## config.mk

```make
export PLATFORM = sky130hd
export DESIGN_NAME = ls299
export DESIGN_NICKNAME = d
export VERILOG_FILES = /design/src/rtl/ttl_pkg.sv /design/src/rtl/ls299.sv
export SDC_FILE = /design/constraint.sdc
export NUM_CORES = 1
export LEC_CHECK = 0
export CAP_MARGIN = 20
export CORE_AREA = 2 2 39 41
export CTS_BUF_LIST = sky130_fd_sc_hd__clkbuf_4
export DETAILED_ROUTE_END_ITERATION = 16
export DIE_AREA = 0 0 41 43
export PLACE_DENSITY = 0.8
export SLEW_MARGIN = 40
export SYNTH_ARGS = -nofsm -noshare
export SYNTH_HDL_FRONTEND = slang
export SYNTH_SLANG_ARGS = --single-unit
```

## constraint.sdc

```tcl
create_clock -name CLK -period 1 [get_ports CLK]
set_input_delay 0.3 -clock CLK [delete_from_list [all_inputs] [get_ports CLK]]
set_output_delay 0.3 -clock CLK [all_outputs]
set_load 0.1 [all_outputs]
```

## src/rtl/ttl_pkg.sv

```systemverilog
// Shared definitions for the TTL register models: mode-select encodings
// presented on the {S1,S0} pins.
package ttl_pkg;
    localparam logic [1:0] MODE_HOLD = 2'b00;
    localparam logic [1:0] MODE_SHR  = 2'b01;
    localparam logic [1:0] MODE_SHL  = 2'b10;
    localparam logic [1:0] MODE_LOAD = 2'b11;
endpackage

```

## src/rtl/ls299.sv

```systemverilog
// 74LS299-style universal shift/storage register with the bidirectional
// I/O pins split into input, output and output-enable signals.
module ls299
    import ttl_pkg::*;
#(
    parameter int               WIDTH     = 8,
    parameter logic [WIDTH-1:0] RESET_VAL = '0
) (
    input  logic             CLK,
    input  logic             CLR_n,
    input  logic             S0,
    input  logic             S1,
    input  logic             G1_n,
    input  logic             G2_n,
    input  logic             DS0,
    input  logic             DS7,
    input  logic [WIDTH-1:0] IO_IN,
    output logic [WIDTH-1:0] IO_OUT,
    output logic             IO_OE,
    output logic             Q0P,
    output logic             Q7P
);
    logic [WIDTH-1:0] q;

    // "Right" moves data toward the MSB (Q0 -> Q7), matching the part's pinout.
    always_ff @(posedge CLK or negedge CLR_n) begin
        if (!CLR_n) begin
            q <= RESET_VAL;
        end else begin
            unique case ({S1, S0})
                MODE_HOLD: q <= q;
                MODE_SHR:  q <= {q[WIDTH-2:0], DS0};
                MODE_SHL:  q <= {DS7, q[WIDTH-1:1]};
                MODE_LOAD: q <= IO_IN;
            endcase
        end
    end

    // Load mode turns the pins around to input whatever the enables say.
    assign IO_OE  = ~G1_n & ~G2_n & ~(S0 & S1);
    assign IO_OUT = q;
    assign Q0P    = q[0];
    assign Q7P    = q[WIDTH-1];
endmodule
```

==> impl_metrics.ini <==
[clocking]
clock_tree.root_cell = clkbuf_4
ctsHoldBuffers = 0
clockBufferDepth = 2
clkTransAtPathRegs_ns = 0.05
cts_tree = done
clk_latency_ns = 0.25
numClockSinks = 8
htree_levels = 1
cts_made_buffers = 3

[worst_setup_path]
cp-start-kind = input port
reg2regPathDepth = 2
crit_arrival_ns = 0.97
r2r-end = IO_OUT[3]
crit_type = in2out
cpMostUsedCell = buf_6
endpoint_kind = primary output
ff2ff_setup_slack_ns = -0.21
max_stage_delay_ns = 0.26
crit_start = S0
critical_path.cell_chain = buf_6, buf_6, a211oi_4, buf_12
cp_max_fo = 2
required_ns = 0.70
crit_family = buffers and inverters
cp_num_buf_inv = 3
cp_slowest_cell = a211oi_4
r2r-start = IO_OUT[2]

[global_routing]
use_met3 = 0.0366
first_global_vias = 399
grt_first_pass_wirelength_mm = 1.84
antenna_found_initial = 0
grt_util_met1 = 0.186
grt_start_max_net_pins = 9
grt_use_total = 0.167
gr-total-overflow = 0
grt.met2_usage = 0.253
grt_busiest_layer = met2

[placed_design]
place.gp.congestion = 0.722
place_ws_ns = -0.687
dp.final_hpwl_um = 970
dp_cells = 64
port_buffers = 26

[sta]
finalSetupViolCount = 19
slew_headroom = 0.768
final-hold-violation-count = 0
worst_slew_pin_slew_ns = 0.347
rsz0062_at_grt = yes
final.setup_skew_ns = 0.000932
max_freq_mhz = 786
worst_slack_ns = -0.271
min_period_over_period = 1.27
min_period_ns = 1.27
drv_slew = 0

[layout]
multi_input_area_sq_um = 200
fin_nets = 72
largest_register_ffs = 8
fin_cells = 70
fillerInstances = 96
diodes = 0
final_core_util = 0.664
syn2layout_area_growth_pct = 116
drive_above_1_share = 0.778
regArea_sq_um = 230

[pwr]
ir_drop_uv = 951
power_leakage_nw = 0.364
p_per_area_nw_per_um2 = 2300

[status]
outcome = finished, violations left
violations = setup timing

[route]
drt_pass1_iterations = 4
wl_mm = 1.14
vias_per_cell = 5.16
dr.first_iter.drc_count = 2
drtAntennaViolNets = 0
drt-wirelength-per-cell_um = 16.3
post-route-drc-count = 0
vias = 361

[flow_run]
maxCapViolCount = 0

[yosys]
yosysUniqueCellTypes = 5
avgSynthCellArea_sq_um = 20.3
synth-seq-cells = 8
syn-num-nets = 37
mappedNetlistArea_sq_um = 425
ys_seq_area_frac = 0.471
synth_warnings = 0
synth_cells = 21

[floorplanning]
io_pins = 27
chipWidth_um = 41
start_util = 0.307
fp-row-count = 14
dieHeight_um = 43
core_sq_um = 1380
die_area_sq_um = 1760

[worst_hold_path]
hp-class = in2async
[per-stage QoR]
step / hold slack (ns) / TNS [ns] / power [mW] / cell area, sq um
after global routing: 0.334 / -4.33 / 2.18 / 918
after CTS: 0.329 / -3.56 / 2.08 / 900
final: 0.317 / -3.95 / 2.11 / 918
after global placement: 0.580 / -5.43 / 1.81 / 871
after floorplan: 0.00443 / -2.69 / 1.37 / 510
after detailed placement: 0.592 / -5.76 / 1.84 / 871
[where the power goes]
part / leakage [nW] / total [mW] / switching, mW / internal (mW)
combinational: 0.264 / 1.30 / 0.754 / 0.543
sequential: 0.0863 / 0.569 / 0.127 / 0.442
clock: 0.0138 / 0.244 / 0.107 / 0.137
[per-layer routing]
layer / wire length (um) / share of wire
met4: 23 / 0.020
met1: 378 / 0.33
met5: 0 / 0
met3: 61 / 0.054
met2: 676 / 0.59
[placed cells by master (no fill, tap or decap)]
cell / count
buf_2: 1
dfrtp_4: 8
buf_6: 4
clkdlybuf4s15_1: 1
buf_12: 12
a211oi_4: 1
clkbuf_4: 3
mux4_2: 8
buf_4: 4
clkdlybuf4s50_1: 11
clkbuf_2: 1
[Yosys cell counts (all sizes together)]
cell,n,share of area
buf,4,0.088
dfrtp,8,0.47
a211oi,1,0.018
mux4,8,0.42
[final cells by class]
class / instances / share of cell area
Multi-Input combinational cell: 9 / 0.218
Tap cell: 16 / 0.0218
Timing Repair Buffer: 34 / 0.485
Sequential cell: 8 / 0.251
Clock buffer: 3 / 0.0245
[worst register-to-register path, delay by kind of cell, from the launching register on]
family / cells / cell delay (ns)
mux: 1 / 0.44
buf+inv: 1 / 0.13
flops: 1 / 0.50
[repair_timing]
action / CTS / global route
gates cloned: 0 / 0
gates resized for setup: 13 / 4
buffers inserted: 1 / 2
setup endpoints to repair: 19 / 19
pin swaps: 1 / 1
[worst max-delay path by stage]
| stage | slack (ns) | cells past startpoint | endpoint |
|---|---|---|---|
| after global routing | -0.30 | 4 | IO_OE |
| after global placement | -0.63 | 3 | IO_OUT[2] |
| final | -0.27 | 4 | IO_OE |
| after CTS | -0.28 | 4 | IO_OE |
| after floorplan | -0.61 | 2 | IO_OE |
| after detailed placement | -0.69 | 3 | IO_OUT[2] |
[cells by family after synthesis]
group	Yosys count	synth area share
AO/OA/AOI/OAI	1	0.0177
buffers and inverters	4	0.0882
flip-flops	8	0.471
multiplexers	8	0.424
(Power assumes the default switching activity.)
